File: config.mk
export PLATFORM = sky130hd
export DESIGN_NAME = dvs_event_assembler
export DESIGN_NICKNAME = d
export VERILOG_FILES = /design/src/rtl/dvs_ravens_pkg.sv /design/src/rtl/dvs_event_fifo.sv /design/src/rtl/dvs_event_assembler.sv
export SDC_FILE = /design/constraint.sdc
export NUM_CORES = 1
export LEC_CHECK = 0
export CORE_MARGIN = 3
export CORE_UTILIZATION = 55
export CTS_CLUSTER_SIZE = 16
export DETAILED_ROUTE_END_ITERATION = 7
export HOLD_SLACK_MARGIN = 0.15
export PLACE_DENSITY_LB_ADDON = 0.05
export REMOVE_ABC_BUFFERS = 1
export SETUP_SLACK_MARGIN = 0.4
export SLEW_MARGIN = 30
export SYNTH_ARGS = -nofsm -noshare
export SYNTH_HDL_FRONTEND = slang
export SYNTH_SLANG_ARGS = --single-unit
File: constraint.sdc
create_clock -name clk -period 6.1 [get_ports clk]
set_input_delay 1.22 -clock clk [delete_from_list [all_inputs] [get_ports clk]]
set_output_delay 1.22 -clock clk [all_outputs]
set_load 0.02 [all_outputs]
File: src/rtl/dvs_ravens_pkg.sv
// Shared types and defaults for the DVS AER event assembler.
// Latency: n/a (types/constants only).
// Backpressure: n/a.
// Contents: default depth / timestamp width, FSM state enum, default-width
//           event record, saturating 16-bit increment helper.
package dvs_ravens_pkg;

  localparam int DVS_FIFO_DEPTH = 8;
  localparam int DVS_TS_WIDTH   = 16;

  // Row-latch state of the AER word pairing FSM.
  typedef enum logic {
    NO_ROW    = 1'b0,
    ROW_VALID = 1'b1
  } dvs_state_t;

  // Event record at the default timestamp width; also the FIFO's default
  // entry type.
  typedef struct packed {
    logic [9:0]              y;
    logic [8:0]              x;
    logic                    pol;
    logic [DVS_TS_WIDTH-1:0] ts;
  } dvs_event_t;

  function automatic logic [15:0] sat_inc16(input logic [15:0] v);
    return (v == 16'hFFFF) ? v : v + 16'd1;
  endfunction

endpackage

File: src/rtl/dvs_event_fifo.sv
// First-word-fall-through event FIFO with registered storage.
// Latency: a push into an empty FIFO is visible at head the next cycle.
// Backpressure: push is dropped when full unless a pop happens in the same cycle.
// Ports: clk, rst (async active-high), push/push_data, pop, head, full, empty,
//        level (0..DEPTH).
module dvs_event_fifo
  import dvs_ravens_pkg::*;
#(
  parameter int  DEPTH   = DVS_FIFO_DEPTH,
  parameter type entry_t = dvs_event_t,
  localparam int AW      = $clog2(DEPTH),
  localparam int LW      = AW + 1
) (
  input  logic          clk,
  input  logic          rst,
  input  logic          push,
  input  entry_t        push_data,
  input  logic          pop,
  output entry_t        head,
  output logic          full,
  output logic          empty,
  output logic [AW:0]   level
);

  entry_t        mem [DEPTH];
  logic [AW-1:0] wr_ptr;
  logic [AW-1:0] rd_ptr;
  logic          push_ok;
  logic          pop_ok;

  assign full    = (level == LW'(DEPTH));
  assign empty   = (level == '0);
  assign pop_ok  = pop && !empty;
  // A full FIFO still takes a push when the head leaves in the same cycle;
  // the write lands on the slot being vacated.
  assign push_ok = push && (!full || pop_ok);

  // Head is masked while empty so the outputs read zero after reset.
  assign head = empty ? '0 : mem[rd_ptr];

  // Pointers wrap naturally since DEPTH is a power of two.
  always_ff @(posedge clk or posedge rst) begin
    if (rst) begin
      wr_ptr <= '0;
      rd_ptr <= '0;
      level  <= '0;
    end else begin
      if (push_ok) wr_ptr <= wr_ptr + AW'(1);
      if (pop_ok)  rd_ptr <= rd_ptr + AW'(1);
      case ({push_ok, pop_ok})
        2'b10:   level <= level + LW'(1);
        2'b01:   level <= level - LW'(1);
        default: level <= level;
      endcase
    end
  end

  always_ff @(posedge clk) begin
    if (push_ok) mem[wr_ptr] <= push_data;
  end

endmodule

File: src/rtl/dvs_event_assembler.sv
// Pairs AER row/column words into timestamped events and buffers them.
// Latency: column pulse -> ev_valid one cycle later when the FIFO is empty.
// Backpressure: ev_valid/ev_ready; events arriving to a full FIFO are dropped
//               and counted (overflow sticky, drop_count saturating).
// Ports: clk, rst (async active-high); rx_valid/aer_rx/xsel_rx input words;
//        ev_valid/ev_ready/ev_y/ev_x/ev_pol/ev_ts output events;
//        fifo_level, overflow, drop_count, orphan_count status.
module dvs_event_assembler
  import dvs_ravens_pkg::*;
#(
  parameter int FIFO_DEPTH = DVS_FIFO_DEPTH,
  parameter int TS_WIDTH   = DVS_TS_WIDTH
) (
  input  logic                        clk,
  input  logic                        rst,
  input  logic                        rx_valid,
  input  logic [9:0]                  aer_rx,
  input  logic                        xsel_rx,
  output logic                        ev_valid,
  input  logic                        ev_ready,
  output logic [9:0]                  ev_y,
  output logic [8:0]                  ev_x,
  output logic                        ev_pol,
  output logic [TS_WIDTH-1:0]         ev_ts,
  output logic [$clog2(FIFO_DEPTH):0] fifo_level,
  output logic                        overflow,
  output logic [15:0]                 drop_count,
  output logic [15:0]                 orphan_count
);

  // Same layout as dvs_event_t, sized to this instance's timestamp width.
  typedef struct packed {
    logic [9:0]          y;
    logic [8:0]          x;
    logic                pol;
    logic [TS_WIDTH-1:0] ts;
  } entry_t;

  dvs_state_t          state;
  logic [9:0]          row_y;
  logic [TS_WIDTH-1:0] ts_counter;
  entry_t              push_ev;
  entry_t              head_ev;
  logic                push_req;
  logic                pop;
  logic                drop;
  logic                fifo_full;
  logic                fifo_empty;

  assign push_req = rx_valid && xsel_rx && (state == ROW_VALID);
  assign pop      = ev_valid && ev_ready;
  assign drop     = push_req && fifo_full && !pop;

  // Column word carries x in [9:1] and polarity in [0]; the timestamp is the
  // counter value in the cycle the column word arrives.
  assign push_ev = '{y: row_y, x: aer_rx[9:1], pol: aer_rx[0], ts: ts_counter};

  dvs_event_fifo #(
    .DEPTH   (FIFO_DEPTH),
    .entry_t (entry_t)
  ) u_fifo (
    .clk       (clk),
    .rst       (rst),
    .push      (push_req),
    .push_data (push_ev),
    .pop       (pop),
    .head      (head_ev),
    .full      (fifo_full),
    .empty     (fifo_empty),
    .level     (fifo_level)
  );

  assign ev_valid = !fifo_empty;
  assign ev_y     = head_ev.y;
  assign ev_x     = head_ev.x;
  assign ev_pol   = head_ev.pol;
  assign ev_ts    = head_ev.ts;

  always_ff @(posedge clk or posedge rst) begin
    if (rst) begin
      state        <= NO_ROW;
      row_y        <= '0;
      ts_counter   <= '0;
      overflow     <= 1'b0;
      drop_count   <= '0;
      orphan_count <= '0;
    end else begin
      ts_counter <= ts_counter + TS_WIDTH'(1);

      if (drop) begin
        overflow   <= 1'b1;
        drop_count <= sat_inc16(drop_count);
      end

      // Row words always (re)latch y; column words either form an event
      // (handled through push_req) or are orphans when no row is held.
      if (rx_valid) begin
        if (!xsel_rx) begin
          row_y <= aer_rx;
          state <= ROW_VALID;
        end else if (state == NO_ROW) begin
          orphan_count <= sat_inc16(orphan_count);
        end
      end
    end
  end

endmodule

==> impl_metrics.tcl, run 1 <==
set metrics [dict create \
    period_minus_slack_ps 4577 \
    power.leakage_nw 6.120 \
    cp-end-kind "output pin" \
    final_cell_mix "edfxtp_1, clkdlybuf4s50_1, mux4_2" \
    synthFlopType "edfxtp_1" \
    rr_worst_depth 5 \
    clockBufferDepth 3 \
    required_ps 4880 \
    cts-root-buf "clkbuf_16" \
    drive_gt1_frac 0.2013 \
    drtPass1Iterations 5 \
    vias_per_cell 5.901 \
    wl_um 26990 \
    synth_edf_count 288 \
    relSlewSlack 0.3849 \
    finish.instance_area_mm2 0.01684 \
    postSynthRegisterBits 358 \
    fin_crit_sh 0.7504 \
    rows 58 \
    dpl.hpwl_um 15730 \
    syn_area_mm2 0.01420 \
    synthCells 751 \
    ant_nets 0 \
    nets 882 \
    power_density_mw_per_mm2 438.1 \
    finalHoldViolCount 0 \
    start_util 0.5622 \
    die_h_um 166.7 \
    fmax_ghz 0.2185 \
    post-cts-setup-buffers 0 \
    maxSlewViolCount 0 \
    ys_types 42 \
    clk_latency_ps 510 \
    dieArea_mm2 0.02778 \
    synthArstFlopShare 0.1955 \
    critPathLaunchType "flip-flop" \
    io_buffers 88 \
    outcome "completed" \
    n_antenna_cell 0 \
    vdd_drop_max_v 0.0002982 \
    synth.yosys.seq_area_share 0.7325 \
    final_common_cell "edfxtp_1" \
    place_area_mm2 0.01555 \
    drv_cap 0 \
    htree_levels 2 \
    finalClockSkew_ps 9.080 \
    overflow 0 \
    final.fill_count 1681 \
    cts_buffers 37 \
    yosysWarnings 0 \
    hold_buffers 0 \
    path_class "flip-flop to output pin" \
    worst_pin_slew_ps 917.7 \
    rsz0062_at_grt "false" \
    drt_iter0_markers 571 \
    grt_pass1_vias 7707 \
    worstHoldPathCells 1 \
    finalSetupViolCount 0 \
    cts_resized 0 \
    place_congestion 0.8835 \
    antenna_found_initial 0 \
    syn2layout_area_growth_pct 18.59 \
    vias 7193 \
    path_clk_slew_ps 60 \
    wl_per_cell_um 22.14 \
    core_mm2 0.02525 \
    drc 0 \
    die_w_um 166.7 \
    grt_start_max_net_pins 48 \
    hp-class "flip-flop to flip-flop" \
    cts_sinks 358 \
    arrival_ps 3360 \
    finalSetupTns_ps 0 \
    r2r_slack_ps 2990 \
    grt_pass1_wl_um 43640 \
    cts_tree "yes" \
    ios 89 \
    crit_fanout 42 \
    track_usage 0.1995 \
    syn_avg_cell_area_um2 18.90 \
]
through the flow:
step             util  setup slack (ps)  power [mW]  instances  hold slack [ps]
2_1_floorplan       -              1060       4.395        718            480.5
3_3_place_gp   0.6141              1874       5.112       1149            451.4
3_5_place_dp   0.6158              1751       5.177       1151            458.1
4_1_cts        0.6656              1418       7.476       1218            485.4
5_1_grt        0.6667              1342       7.712       1219            510.8
6_report       0.6667              1523       7.376       1219            481.0
critical path: stages (launching register included):
cell and delay, ps:
dfrtp_2 910, buf_4 640, mux4_2 410, mux2i_1 240, nor2_1 70, clkdlybuf4s50_1 560
path summary, 6_finish.rpt:
check	start	end
setup reg to reg	u_fifo.level[0]	u_fifo.mem[1][29]
setup / recovery	u_fifo.rd_ptr[1]	ev_ts[10]
max in group asynchronous	rst	u_fifo.rd_ptr[0]
hold / removal	overflow	overflow
hold reg to reg	overflow	overflow
min in group asynchronous	rst	u_fifo.level[3]
flip-flops by register name (all words and copies together) (netlist names):
register	flops
state	1
row_y	10
u_fifo.wr_ptr	3
drop_count	16
u_fifo.level	4
u_fifo.rd_ptr	3
overflow	1
ts_counter	16
orphan_count	16
u_fifo.mem	288
logic make-up (layout without fill, tap and decap cells):
family | Yosys count | in the layout | synth area share
DFF | 358 | 358 | 0.7325
xor gates and xnor gates | 49 | 49 | 0.03023
adders and majority gates | 6 | 6 | 0.005288
AOI/OAI and AO/OA | 19 | 19 | 0.009077
buffers and inverters | 38 | 176 | 0.01234
muxes | 124 | 124 | 0.1521
and+or+nand+nor | 157 | 157 | 0.05843
cells in the mapped netlist, types with 3 or more instances:
cell type,instances,area (um^2)
a21oi_1,8,40.04
buf_2,14,70.07
xor2_1,26,227.7
nor4_1,8,50.05
nor3_1,10,50.05
nand3_1,24,120.1
inv_1,5,18.77
mux2_2,14,157.7
mux4_2,72,1622
nand2b_1,5,31.28
and4_1,3,26.28
xnor2_1,23,201.4
clkbuf_1,15,56.30
nand2_1,19,71.32
nor2_1,51,191.4
ha_1,6,75.07
dfrtp_1,70,1752
nor2b_1,3,18.77
edfxtp_1,288,8648
nand4_1,13,81.33
mux2i_1,38,380.4
and3_1,10,62.56
metal layers:
layer  global-route usage  share of wire  vias to the layer above
met4              0.04950          0.018                        0
met5                    0              0                        -
li1                     -              -                     3199
met3              0.03560          0.050                       36
met2               0.3233           0.50                      189
met1               0.2886           0.44                     3769
area by class of cell:
cell class	instances	area, um^2	share of cell area
Timing Repair Buffer	104	1059	0.06287
Clock inverter	20	211.5	0.01256
Clock buffer	47	1046	0.06213
Multi-Input combinational cell	355	3680	0.2186
Inverter	5	21.27	0.001263
Sequential cell	358	10410	0.6181
Tap cell	330	412.9	0.02452
power breakdown:
| group | leakage [nW] | switching (mW) | internal, mW |
|---|---|---|---|
| Sequential | 3.67 | 0.235 | 2.84 |
| Clock | 0.609 | 0.902 | 1.39 |
| Combinational | 1.85 | 0.989 | 1.03 |
| Total | 6.12 | 2.13 | 5.25 |
Note: power is estimated with default switching activity, not from simulation.
==> run 2: changes to the inputs <==
--- a/config.mk
+++ b/config.mk
@@ -6,7 +6,7 @@
 export NUM_CORES = 1
 export LEC_CHECK = 0
 export CORE_MARGIN = 3
-export CORE_UTILIZATION = 55
+export CORE_UTILIZATION = 53
 export CTS_CLUSTER_SIZE = 16
 export DETAILED_ROUTE_END_ITERATION = 7
 export HOLD_SLACK_MARGIN = 0.15
==> constraint.sdc (replaced) <==
create_clock -name clk -period 3.85 [get_ports clk]
set_input_delay 0.77 -clock clk [delete_from_list [all_inputs] [get_ports clk]]
set_output_delay 0.77 -clock clk [all_outputs]
set_load 0.02 [all_outputs]
==> run 2 against run 1 <==
First-iteration DRC count rose by 7.4%. Clock power is 40% higher. Final cell count is 1.2% higher. Clock-buffer cell count is 5 higher. Critical path depth is the same. Final area grew 0.61%. Highest routed layer unchanged.
==> impl_metrics.tcl, run 2 (synthesized netlist as in run 1, its figures left out) <==
set metrics [dict create \
    crit_fanout 18 \
    p_sw_frac 0.2953 \
    die_h_um 169.7 \
    vias 7244 \
    period_minus_slack_ps 3429 \
    cts_buffers 36 \
    comb_power_share 0.305 \
    antenna_found_initial 0 \
    vdd_drop_max_v 0.0003833 \
    dieArea_mm2 0.02879 \
    cts_tree "yes" \
    power.leakage_nw 6.274 \
    drive_gt1_frac 0.2024 \
    final_cell_mix "edfxtp_1, clkdlybuf4s50_1, mux4_2" \
    largest_reg_flops 288 \
    rows 59 \
    r2r_slack_ps 1430 \
    path_clk_slew_ps 60 \
    core_mm2 0.02621 \
    drc 0 \
    p_sw_mw 3.393 \
    power.internal_mw 8.094 \
    nets 895 \
    n_antenna_cell 0 \
    arrival_ps 2660 \
    cts_sinks 358 \
    rsz0062_at_grt "true" \
    place_area_mm2 0.01572 \
    seqPwrFrac 0.417 \
    setup_ws_ps 421.3 \
    drtPass1Iterations 5 \
    hp-class "flip-flop to flip-flop" \
    p_clk_frac 0.278 \
    wl_per_cell_um 22.95 \
    worst_pin_slew_ps 777.1 \
    fmax_ghz 0.2917 \
    overflow 0 \
    cts-root-buf "clkbuf_16" \
    finish.instance_area_mm2 0.01694 \
    outcome "completed" \
    relSlewSlack 0.4812 \
    htree_levels 2 \
    finalSetupViolCount 0 \
    final_common_cell "edfxtp_1" \
    grt_pass1_wl_um 44360 \
    track_usage 0.2006 \
    fin_crit_sh 0.8906 \
    place_congestion 0.8331 \
    grt_pass1_vias 7760 \
    ios 89 \
    path_class "flip-flop to output pin" \
    io_buffers 88 \
    drv_cap 0 \
    power_density_mw_per_mm2 678.2 \
    clk_latency_ps 500 \
    die_w_um 169.7 \
    maxSlewViolCount 0 \
    hold_buffers 0 \
    clockBufferDepth 3 \
    drt_iter0_markers 613 \
    power_mw 11.49 \
    critPathLaunchType "flip-flop" \
    grt_start_max_net_pins 40 \
    wl_um 28320 \
    finalHoldViolCount 0 \
    ant_nets 0 \
    vias_per_cell 5.870 \
    largest-register "u_fifo.mem" \
    dpl.hpwl_um 15590 \
    start_util 0.5418 \
    dp_slack_ps 653.4 \
    required_ps 3080 \
    finalClockSkew_ps 9.325 \
    cp-end-kind "output pin" \
    syn2layout_area_growth_pct 19.31 \
]
[run 2: cell count changes in the layout (fill, tap and decap cells not counted), moves of 2 or more]
cell	delta
buf_12	+9
bufinv_16	-4
clkinv_1	-2
clkinv_2	+2
buf_6	+2
clkinvlp_4	-2
clkbuf_1	+8
inv_6	-2
dlymetal6s2s_1	+9
clkdlybuf4s50_1	-10
[run 2: layer usage]
metal,part of all wire,track usage,up-vias
li1,-,-,3207
met1,0.43,0.2756,3781
met2,0.50,0.3377,213
met3,0.052,0.03890,43
met4,0.019,0.04730,0
met5,0,0,-
[run 2: path summary, 6_finish.rpt]
| path | endpoint | depth (start not counted) | startpoint |
|---|---|---|---|
| worst max register to register | u_fifo.level[2] | 7 | u_fifo.level[0] |
| worst min-delay path | overflow | 1 | overflow |
| max in group asynchronous | u_fifo.rd_ptr[0] | 3 | rst |
| worst max-delay path | ev_ts[1] | 5 | u_fifo.rd_ptr[0] |
| worst min register to register | overflow | 1 | overflow |
| min in group asynchronous | orphan_count[0] | 2 | rst |
[run 2: critical path: stages, from the launching register on]
cell,delay (ps)
dfrtp_4,530
buf_12,230
mux4_2,530
mux2i_1,220
nor2_1,70
clkdlybuf4s50_1,550
[run 2: final cells by class]
type | count | area [um^2]
Multi-Input combinational cell | 355 | 3677
Tap cell | 335 | 419.2
Fill cell | 1771 | 9268
Clock inverter | 11 | 52.55
Inverter | 5 | 18.77
Clock buffer | 52 | 1012
Timing Repair Buffer | 118 | 1350
Sequential cell | 358 | 10410
[run 2: what timing repair did]
item	4_1_cts	5_1_grt
buffers inserted	7	1
gates cloned	0	1
gates resized for setup	3	12
endpoints found under the setup margin	36	27
[run 2: power by group through the flow]
stage          logic [mW]  clock network [mW]  registers [mW]
4_1_cts              3.52                3.26            4.78
3_5_place_dp         3.38                   0            4.91
6_report             3.50                3.20            4.79
2_1_floorplan        1.89                   0            5.07
3_3_place_gp         3.35                   0            4.89
5_1_grt              3.76                3.42            4.83
[run 2: through the flow]
stage,cells,setup TNS [ps],util,hold slack [ps]
6_report,1234,0,0.6464,474.7
5_1_grt,1234,0,0.6464,511.4
4_1_cts,1232,0,0.6432,476.2
3_5_place_dp,1162,0,0.6000,461.9
3_3_place_gp,1162,0,0.6000,458.5
2_1_floorplan,718,-61580,-,480.5
